File: src/rtl/dm_arbiter_if.sv
// dm_arbiter_if: request ports m0/m1 and DM bus between masters, arbiter and memory
//   master : drives m*_req/we/sel/addr/wdata and dm_rdata; sees acks, read data and dm_* outputs
//   slave  : arbiter view, the reverse directions
interface dm_arbiter_if #(
    parameter int ADDR_W = 32
);
    logic              m0_req, m0_we, m0_ack, m0_err;
    logic [2:0]        m0_sel;
    logic [ADDR_W-1:0] m0_addr;
    logic [31:0]       m0_wdata, m0_rdata;
    logic              m1_req, m1_we, m1_ack, m1_err;
    logic [2:0]        m1_sel;
    logic [ADDR_W-1:0] m1_addr;
    logic [31:0]       m1_wdata, m1_rdata;
    logic              dm_we;
    logic [2:0]        dm_sel;
    logic [ADDR_W-1:0] dm_addr;
    logic [31:0]       dm_wdata, dm_rdata;
    modport master (
        output m0_req, m0_we, m0_sel, m0_addr, m0_wdata,
        input  m0_ack, m0_err, m0_rdata,
        output m1_req, m1_we, m1_sel, m1_addr, m1_wdata,
        input  m1_ack, m1_err, m1_rdata,
        input  dm_we, dm_sel, dm_addr, dm_wdata,
        output dm_rdata
    );
    modport slave (
        input  m0_req, m0_we, m0_sel, m0_addr, m0_wdata,
        output m0_ack, m0_err, m0_rdata,
        input  m1_req, m1_we, m1_sel, m1_addr, m1_wdata,
        output m1_ack, m1_err, m1_rdata,
        output dm_we, dm_sel, dm_addr, dm_wdata,
        input  dm_rdata
    );
endinterface

File: src/rtl/dm_arbiter.sv
// dm_arbiter: two-port DM arbiter, one access per grant (IDLE -> ACCESS -> RESP)
//   clk   : system clock, rising edge
//   RESET : asynchronous active-low reset
//   bus   : m0_*/m1_* request ports (ack, err, registered rdata) and dm_* memory port
module dm_arbiter #(
    parameter int ADDR_W     = 32,
    parameter bit FIXED_PRIO = 1'b0
) (
    input logic         clk,
    input logic         RESET,
    dm_arbiter_if.slave bus
);
    typedef enum logic [1:0] {IDLE, ACCESS, RESP} state_t;
    state_t            state;
    logic              gnt, ptr, r_we, win, w_we, mis;
    logic [2:0]        w_sel;
    logic [ADDR_W-1:0] w_addr;
    logic [31:0]       w_wdata;
    function automatic logic misaligned(input logic [2:0] sel, input logic [1:0] a);
        return (sel[1:0] == 2'b01 && a[0]) || (sel[1] && a != 2'b00);
    endfunction
    // ptr holds the last winner; on a tie the other port wins unless port 0 has fixed priority
    always_comb begin
        win     = ~(bus.m0_req & (~bus.m1_req | FIXED_PRIO | ptr));
        w_we    = win ? bus.m1_we : bus.m0_we;
        w_sel   = win ? bus.m1_sel : bus.m0_sel;
        w_addr  = win ? bus.m1_addr : bus.m0_addr;
        w_wdata = win ? bus.m1_wdata : bus.m0_wdata;
        mis     = misaligned(bus.dm_sel, bus.dm_addr[1:0]);
    end
    // dm_sel/dm_addr/dm_wdata double as the request registers and hold between accesses
    always_ff @(posedge clk or negedge RESET) begin
        if (!RESET) begin
            state        <= IDLE;
            gnt          <= 1'b0;
            ptr          <= 1'b1;
            r_we         <= 1'b0;
            bus.dm_we    <= 1'b0;
            bus.dm_sel   <= '0;
            bus.dm_addr  <= '0;
            bus.dm_wdata <= '0;
            bus.m0_ack   <= 1'b0;
            bus.m0_err   <= 1'b0;
            bus.m0_rdata <= '0;
            bus.m1_ack   <= 1'b0;
            bus.m1_err   <= 1'b0;
            bus.m1_rdata <= '0;
        end else begin
            case (state)
                IDLE: if (bus.m0_req | bus.m1_req) begin
                    gnt          <= win;
                    ptr          <= win;
                    r_we         <= w_we;
                    bus.dm_sel   <= w_sel;
                    bus.dm_addr  <= w_addr;
                    bus.dm_wdata <= w_wdata;
                    bus.dm_we    <= w_we & ~misaligned(w_sel, w_addr[1:0]);
                    state        <= ACCESS;
                end
                ACCESS: begin
                    bus.dm_we    <= 1'b0;
                    bus.m0_rdata <= (!r_we && !gnt) ? bus.dm_rdata : bus.m0_rdata;
                    bus.m1_rdata <= (!r_we && gnt) ? bus.dm_rdata : bus.m1_rdata;
                    bus.m0_ack   <= ~gnt;
                    bus.m0_err   <= ~gnt & mis;
                    bus.m1_ack   <= gnt;
                    bus.m1_err   <= gnt & mis;
                    state        <= RESP;
                end
                default: begin
                    bus.m0_ack <= 1'b0;
                    bus.m0_err <= 1'b0;
                    bus.m1_ack <= 1'b0;
                    bus.m1_err <= 1'b0;
                    state      <= IDLE;
                end
            endcase
        end
    end
endmodule

File: src/flat_wrapper.sv
// flat-port wrapper written by rule: the top's interface ports become plain ports
module dm_arbiter_flat 
#(
    parameter int ADDR_W     = 32,
    parameter bit FIXED_PRIO = 1'b0
)
  (clk, RESET, bus_m0_req, bus_m0_we, bus_m0_sel, bus_m0_addr, bus_m0_wdata, bus_m0_ack, bus_m0_err, bus_m0_rdata, bus_m1_req, bus_m1_we, bus_m1_sel, bus_m1_addr, bus_m1_wdata, bus_m1_ack, bus_m1_err, bus_m1_rdata, bus_dm_we, bus_dm_sel, bus_dm_addr, bus_dm_wdata, bus_dm_rdata);
  dm_arbiter_if #(.ADDR_W(ADDR_W)) bus_i ();
  input logic clk;
  input logic RESET;
  input wire logic [$bits(bus_i.m0_req)-1:0] bus_m0_req;
  input wire logic [$bits(bus_i.m0_we)-1:0] bus_m0_we;
  input wire logic [$bits(bus_i.m0_sel)-1:0] bus_m0_sel;
  input wire logic [$bits(bus_i.m0_addr)-1:0] bus_m0_addr;
  input wire logic [$bits(bus_i.m0_wdata)-1:0] bus_m0_wdata;
  output wire logic [$bits(bus_i.m0_ack)-1:0] bus_m0_ack;
  output wire logic [$bits(bus_i.m0_err)-1:0] bus_m0_err;
  output wire logic [$bits(bus_i.m0_rdata)-1:0] bus_m0_rdata;
  input wire logic [$bits(bus_i.m1_req)-1:0] bus_m1_req;
  input wire logic [$bits(bus_i.m1_we)-1:0] bus_m1_we;
  input wire logic [$bits(bus_i.m1_sel)-1:0] bus_m1_sel;
  input wire logic [$bits(bus_i.m1_addr)-1:0] bus_m1_addr;
  input wire logic [$bits(bus_i.m1_wdata)-1:0] bus_m1_wdata;
  output wire logic [$bits(bus_i.m1_ack)-1:0] bus_m1_ack;
  output wire logic [$bits(bus_i.m1_err)-1:0] bus_m1_err;
  output wire logic [$bits(bus_i.m1_rdata)-1:0] bus_m1_rdata;
  output wire logic [$bits(bus_i.dm_we)-1:0] bus_dm_we;
  output wire logic [$bits(bus_i.dm_sel)-1:0] bus_dm_sel;
  output wire logic [$bits(bus_i.dm_addr)-1:0] bus_dm_addr;
  output wire logic [$bits(bus_i.dm_wdata)-1:0] bus_dm_wdata;
  input wire logic [$bits(bus_i.dm_rdata)-1:0] bus_dm_rdata;
  assign bus_i.m0_req = bus_m0_req;
  assign bus_i.m0_we = bus_m0_we;
  assign bus_i.m0_sel = bus_m0_sel;
  assign bus_i.m0_addr = bus_m0_addr;
  assign bus_i.m0_wdata = bus_m0_wdata;
  assign bus_m0_ack = bus_i.m0_ack;
  assign bus_m0_err = bus_i.m0_err;
  assign bus_m0_rdata = bus_i.m0_rdata;
  assign bus_i.m1_req = bus_m1_req;
  assign bus_i.m1_we = bus_m1_we;
  assign bus_i.m1_sel = bus_m1_sel;
  assign bus_i.m1_addr = bus_m1_addr;
  assign bus_i.m1_wdata = bus_m1_wdata;
  assign bus_m1_ack = bus_i.m1_ack;
  assign bus_m1_err = bus_i.m1_err;
  assign bus_m1_rdata = bus_i.m1_rdata;
  assign bus_dm_we = bus_i.dm_we;
  assign bus_dm_sel = bus_i.dm_sel;
  assign bus_dm_addr = bus_i.dm_addr;
  assign bus_dm_wdata = bus_i.dm_wdata;
  assign bus_i.dm_rdata = bus_dm_rdata;
  dm_arbiter #(.ADDR_W(ADDR_W), .FIXED_PRIO(FIXED_PRIO)) u_core (.clk(clk), .RESET(RESET), .bus(bus_i));
endmodule
File: config.mk
export PLATFORM = sky130hd
export DESIGN_NAME = dm_arbiter_flat
export DESIGN_NICKNAME = d
export VERILOG_FILES = /design/src/rtl/dm_arbiter_if.sv /design/src/rtl/dm_arbiter.sv /design/src/flat_wrapper.sv
export SDC_FILE = /design/constraint.sdc
export NUM_CORES = 1
export LEC_CHECK = 0
export CORE_ASPECT_RATIO = 1.75
export CORE_MARGIN = 8
export CORE_UTILIZATION = 40
export DETAILED_ROUTE_END_ITERATION = 6
export GPL_ROUTABILITY_DRIVEN = 0
export GPL_TIMING_DRIVEN = 0
export MAX_ROUTING_LAYER = met4
export PLACE_DENSITY = 0.78
export SETUP_SLACK_MARGIN = 0.5
export SLEW_MARGIN = 25
export SYNTH_ARGS = -nofsm -noshare
export SYNTH_HDL_FRONTEND = slang
export SYNTH_SLANG_ARGS = --single-unit
File: constraint.sdc
create_clock -name clk -period 1.8 [get_ports clk]
set_input_delay 0.54 -clock clk [delete_from_list [all_inputs] [get_ports clk]]
set_output_delay 0.54 -clock clk [all_outputs]
set_load 0.02 [all_outputs]
==> results.ini, run 1 <==
[yosys]
ys_seq_area_share_pct = 59.0
synth_top_area_share_pct = 58.6
synth-main-ff-cell = dfrtp_1
synth_nets = 648
ys_ff_latch = 141
yosysTopAreaCell = dfrtp_1
ys_async_sr_fraction_pct = 100
postSynthAreaPerCell_um2 = 12.6
yosysMostFrequentCell = dfrtp_1
ys_top_cells_by_area = dfrtp_1 (59%), mux2i_1 (12%), mux2_2 (11%)
ys_warn_count = 0
synthTopCellsByCount = dfrtp_1 (140), nor2_1 (74), a21oi_1 (73)
synth_edf_count = 0
postSynthCellCount = 476
syn_area_um2 = 5980
ys_types = 27

[final_layout]
fin_util_pct = 85.7
nets = 1094
fin_cells = 1119
seq_area_um2 = 3530
nFillCells = 682
area_growth_pct = 112
drive_gt1_share_pct = 54.8
multi_input_area_um2 = 3340

[worst_setup_path]
cp.arrival_ps = 1910
crit_type = reg2reg
crit_path_end_kind = register
cp_cell_sequence = nand2b_4 -> buf_8 -> nand2_8 -> buf_6 -> clkbuf_16 -> mux2i_1 -> a21oi_2
cp-start-kind = register
rrSetupSlack_ps = 180
cp_max_fo = 6
critPathTopFamily = flip-flops
path_buf_inv = 3
cpPeakStageDelay_ps = 530
cp_slowest_cell = dfstp_2
r2r_end = u_core.bus.dm_addr[0]
reg2reg_depth = 7
required_ps = 2090
rr_startpoint = u_core.ptr

[cts]
cts_buffers = 17
clock-sinks = 141
cts_tree = done
clk_latency_ps = 420
clk_pin_slew_ps = 70
htree_levels = 4
cts.root.buffer_cell = clkbuf_16
cts_buffer_depth = 2

[power_and_ir_drop]
p_int_mw = 14.2
clkPwrFrac_pct = 15.3
pwr-share-seq_pct = 26.3
swShare_pct = 38.9
p_leak_nw = 5.49
ir_drop_mv = 0.999
comb_power_share_pct = 58.4
netSwitchingPower_mw = 9.02
powerDensity_nw_per_um2 = 1830

[detailed_routing]
routedLengthMet1_um = 9290
dr.pass1.iters = 4
drt-total-wl_um = 28100
vias_per_cell = 5.23
vias = 5857
drcViolationCount = 0
first_iter_violations = 246
ant_nets = 0
wl_met3_um = 1790
wl_met2_um = 15800
wire_per_inst_um = 25.1
highest_layer = met4

[place]
hpwl_um = 16400
port_buffers = 306
dp.cells = 966

[die]
rows = 59
io_pins = 308
die_y_um = 178
start_util_pct = 40.5
dieWidth_um = 108
core_area_um2 = 14800
die_area_um2 = 19300

[run]
drv_cap = 0

[grt]
grt_pass1_wl_um = 34200
grt_max_degree = 75
grt_pass1_vias = 6244
grt-ovfl-total = 0
grt_antenna_before_repair = 1
grt.total_usage_pct = 24.3

[sta]
fin_skew_ps = 12.9
clock.fmax_mhz = 617
finalCritPeriodShare_pct = 90.1
worst_pin_slew_ps = 595
period_needed_ps = 1620
rsz0062_at_grt = yes
slew_headroom_pct = 60.3
slew_viol_final = 0
finalHoldViolCount = 0
hold_ws_ps = 71.0
final-setup-viol-count = 0

[worst_hold_path]
hp-class = in2async

[outcome]
outcome = finished clean

[stage by stage]
stage	cell area [um2]	TNS (ps)	setup slack (ps)	total power, mW
CTS	11500	0	235	21.1
global route	12700	0	123	24.1
detailed placement	9820	-31620	-472	15.7
floorplan	6490	0	268	11.0
global placement	9780	-758020	-5660	15.4
finish	12700	0	179	23.2
[sequential cells by signal, indices dropped and copies added (netlist names)]
name and count:
u_core.bus.m1_ack 1, u_core.bus.m0_ack 1, u_core.bus.m0_err 1, u_core.ptr 1
u_core.bus.m1_err 1, u_core.bus.m1_rdata 32, u_core.bus.m0_rdata 32, u_core.bus.dm_wdata 32
u_core.bus.dm_we 1, u_core.r_we 1, u_core.bus.dm_addr 32, u_core.bus.dm_sel 3
u_core.gnt 1, u_core.state 2
[cells by family (layout without fill, tap and decap cells)]
family                 Yosys count  in the layout  synth area share [%]
flip-flops                     141            141                  59.0
multiplexers                   133            133                  23.6
AND/OR/NAND/NOR                 91             92                  7.14
AO/OA/AOI/OAI                   79             79                  6.70
buffers and inverters           32            490                  3.54
other                            0              1                     0
[cell type report]
cell class | instances | share of cell area (%)
Tap cell | 183 | 1.81
Inverter | 1 | 0.0297
Timing Repair Buffer | 426 | 35.3
Multi-Input combinational cell | 304 | 26.4
Clock buffer | 18 | 3.47
Antenna cell | 1 | 0.0198
Clock inverter | 14 | 1.15
Buffer | 31 | 3.96
Sequential cell | 141 | 27.9
[power by group through the flow]
stage / Combinational, mW / Clock (mW) / Sequential (mW)
after floorplan: 3.56 / 0 / 7.46
after global placement: 9.76 / 0 / 5.62
after detailed placement: 9.95 / 0 / 5.72
after CTS: 11.7 / 3.53 / 5.91
after global routing: 14.1 / 3.72 / 6.24
final: 13.6 / 3.56 / 6.10
[what timing repair did]
action / CTS / global route
buffers inserted: 64 / 42
endpoints found under the setup margin: 272 / 273
gates cloned: 7 / 7
hold buffers: 0 / 0
gates resized for setup: 880 / 124
pin swaps: 24 / 48
[how the worst max path moves through the flow]
stage	start	to	cells past startpoint
2_1_floorplan	u_core.state[1]	u_core.bus.m1_rdata[21]	4
3_3_place_gp	RESET	u_core.state[1]	1
3_5_place_dp	bus_m1_req	u_core.bus.dm_wdata[16]	6
4_1_cts	u_core.state[0]	u_core.bus.m1_rdata[5]	6
5_1_grt	u_core.state[0]	u_core.bus.m1_rdata[7]	6
6_report	u_core.ptr	u_core.bus.dm_addr[0]	7
[layer usage]
layer,vias up,track usage (%)
li1,2561,-
met1,2910,22.6
met2,306,44.9
met3,80,6.29
met4,0,10.7
met5,-,-
[cell usage in the layout, fill, tap and decap left out, drive strengths merged, types with 2 or more instances in the layout]
cell and instances:
dfrtp 140, mux2i 69, nand2 4, mux2 64
inv 9, a21oi 73, clkbuf 33, clkdlybuf4s50 168
a31oi 3, nand2b 6, o21ai 2, buf 273
clkinv 2, nor3 2, clkinvlp 3, nor2 74
No activity file was read; power rests on OpenSTA's default activity.
==> run 2: changes to the inputs <==
Settings changed: GPL_TIMING_DRIVEN 0 to 1.
==> run 2 against run 1 <==
Effect of this change: clock-buffer cell count up 1; sequential share of layout area up 0.29 points; die area unchanged; highest routed layer unchanged; critical path depth down 2; clock power up 5%; first-iteration DRC count down 29%; maximum frequency up 4.0%; largest power group unchanged; power down 0.79%; largest cell class unchanged; global-route usage down 0.84 points; clock skew down 0.87 ps; non-clock buffer count up 8.
==> results.ini, run 2 (synthesis gave the netlist of run 1 again) <==
[outcome]
outcome = finished clean

[sta]
finalCritPeriodShare_pct = 86.6
worst_pin_slew_ps = 468
fin_skew_ps = 12.1
slew_viol_final = 0
tns_ps = 0
hold_ws_ps = 59.2
finalHoldViolCount = 0
rsz0062_at_grt = yes
fin_ws_ps = 242
period_needed_ps = 1560
slew_headroom_pct = 68.8
clock.fmax_mhz = 642
final-setup-viol-count = 0

[die]
die_area_um2 = 19300
start_util_pct = 40.5
core_area_um2 = 14800
die_y_um = 178
io_pins = 308
rows = 59
dieWidth_um = 108

[detailed_routing]
drt-total-wl_um = 26200
ant_nets = 0
first_iter_violations = 175
vias_per_cell = 5.10
drcViolationCount = 0
wire_per_inst_um = 23.2
dr.pass1.iters = 4
vias = 5738

[cts]
clock-sinks = 141
htree_levels = 4
clk_pin_slew_ps = 60
cts.root.buffer_cell = clkbuf_16
cts_tree = done
clk_latency_ps = 410
cts_hold_buf = 0
cts_buffers = 17
cts_buffer_depth = 2

[place]
pre_cts_ws_ps = -302
hpwl_um = 15700
dpl_cell_area_um2 = 9860
port_buffers = 307

[grt]
grt_pass1_wl_um = 33200
grt_max_degree = 44
grt_antenna_before_repair = 1
grt_pass1_vias = 6128
grtUsageMet3_pct = 4.76
use_met2_pct = 41.5
grt.total_usage_pct = 23.5
grtUsageMet1_pct = 23.5
grt-ovfl-total = 0
busiest_layer = met2

[worst_setup_path]
critPathTopFamily = flip-flops
cp_cell_sequence = nand2b_4 -> nor3b_4 -> buf_6 -> clkbuf_16 -> mux2_4
crit_path_end_kind = register
path_buf_inv = 2
required_ps = 2090
crit_type = reg2reg
cp.arrival_ps = 1850
cpPeakStageDelay_ps = 410
cp_slowest_cell = dfrtp_2
cp-start-kind = register
cp_max_fo = 8

[run]
drv_cap = 0

[worst_hold_path]
hp-class = in2async

[power_and_ir_drop]
p_leak_nw = 5.48
ir_drop_mv = 0.865
finalPower_mw = 23.0
powerDensity_nw_per_um2 = 1840

[final_layout]
nets = 1101
drive_gt1_share_pct = 54.8
area_growth_pct = 109
nFillCells = 700
mostFrequentLayoutCells = clkdlybuf4s50_1 (168), buf_6 (144), dfrtp_1 (139)
final_common_cell = clkdlybuf4s50_1
post-route-cell-area_um2 = 12500

run 2: changes by cell type in the layout (fill, tap and decap cells not counted), moves of 5 or more:
cell	before	now
mux2i_4	45	36
mux2i_2	9	19
mux2_2	8	3
clkbuf_16	28	22
buf_4	94	118
mux2_4	55	61
run 2: stage by stage:
step	util, %	cells
floorplan	-	476
CTS	77.6	1065
global route	84.8	1126
global placement	66.8	971
detailed placement	66.8	971
finish	84.8	1126
run 2: worst paths after layout:
| kind | end | cells past startpoint | from | slack, ps |
|---|---|---|---|---|
| hold reg to reg | u_core.bus.m0_rdata[22] | 1 | u_core.bus.m0_rdata[22] | 540 |
| max in group asynchronous | u_core.bus.m1_rdata[31] | 2 | RESET | 1190 |
| setup / recovery | u_core.bus.m1_rdata[21] | 5 | u_core.state[1] | 240 |
| setup reg to reg | u_core.bus.m1_rdata[21] | 5 | u_core.state[1] | 240 |
| min in group clk | u_core.bus.m0_rdata[22] | 1 | u_core.bus.m0_rdata[22] | 540 |
| hold / removal | u_core.bus.m0_rdata[13] | 1 | RESET | 60 |
run 2: power by group:
| group | switching (mW) | total, mW | internal (mW) |
|---|---|---|---|
| sequential | 1.31 | 6.07 | 4.76 |
| clock | 1.48 | 3.75 | 2.26 |
| combinational | 5.83 | 13.2 | 7.39 |
| total | 8.62 | 23.0 | 14.4 |
run 2: layer usage:
layer	up-vias	routed length, um
met5	-	0
met4	0	1280
met2	263	14500
li1	2578	-
met3	78	1320
met1	2819	9050
run 2: area by class of cell:
class	count	area, um2	area share (%)
diodes	1	2.50	0.0200
clock inverters	13	180	1.44
inverters	1	3.75	0.0300
flip-flops and latches	141	3530	28.2
repair buffers	465	4880	39.0
multi-input cells	303	3250	25.9
well taps	183	229	1.83
clock buffers	19	443	3.54
run 2: timing repair:
item,in CTS,in global routing
gates cloned,3,6
setup endpoints to repair,271,272
pin swaps,27,46
resized for setup,887,103
buffers inserted,59,54
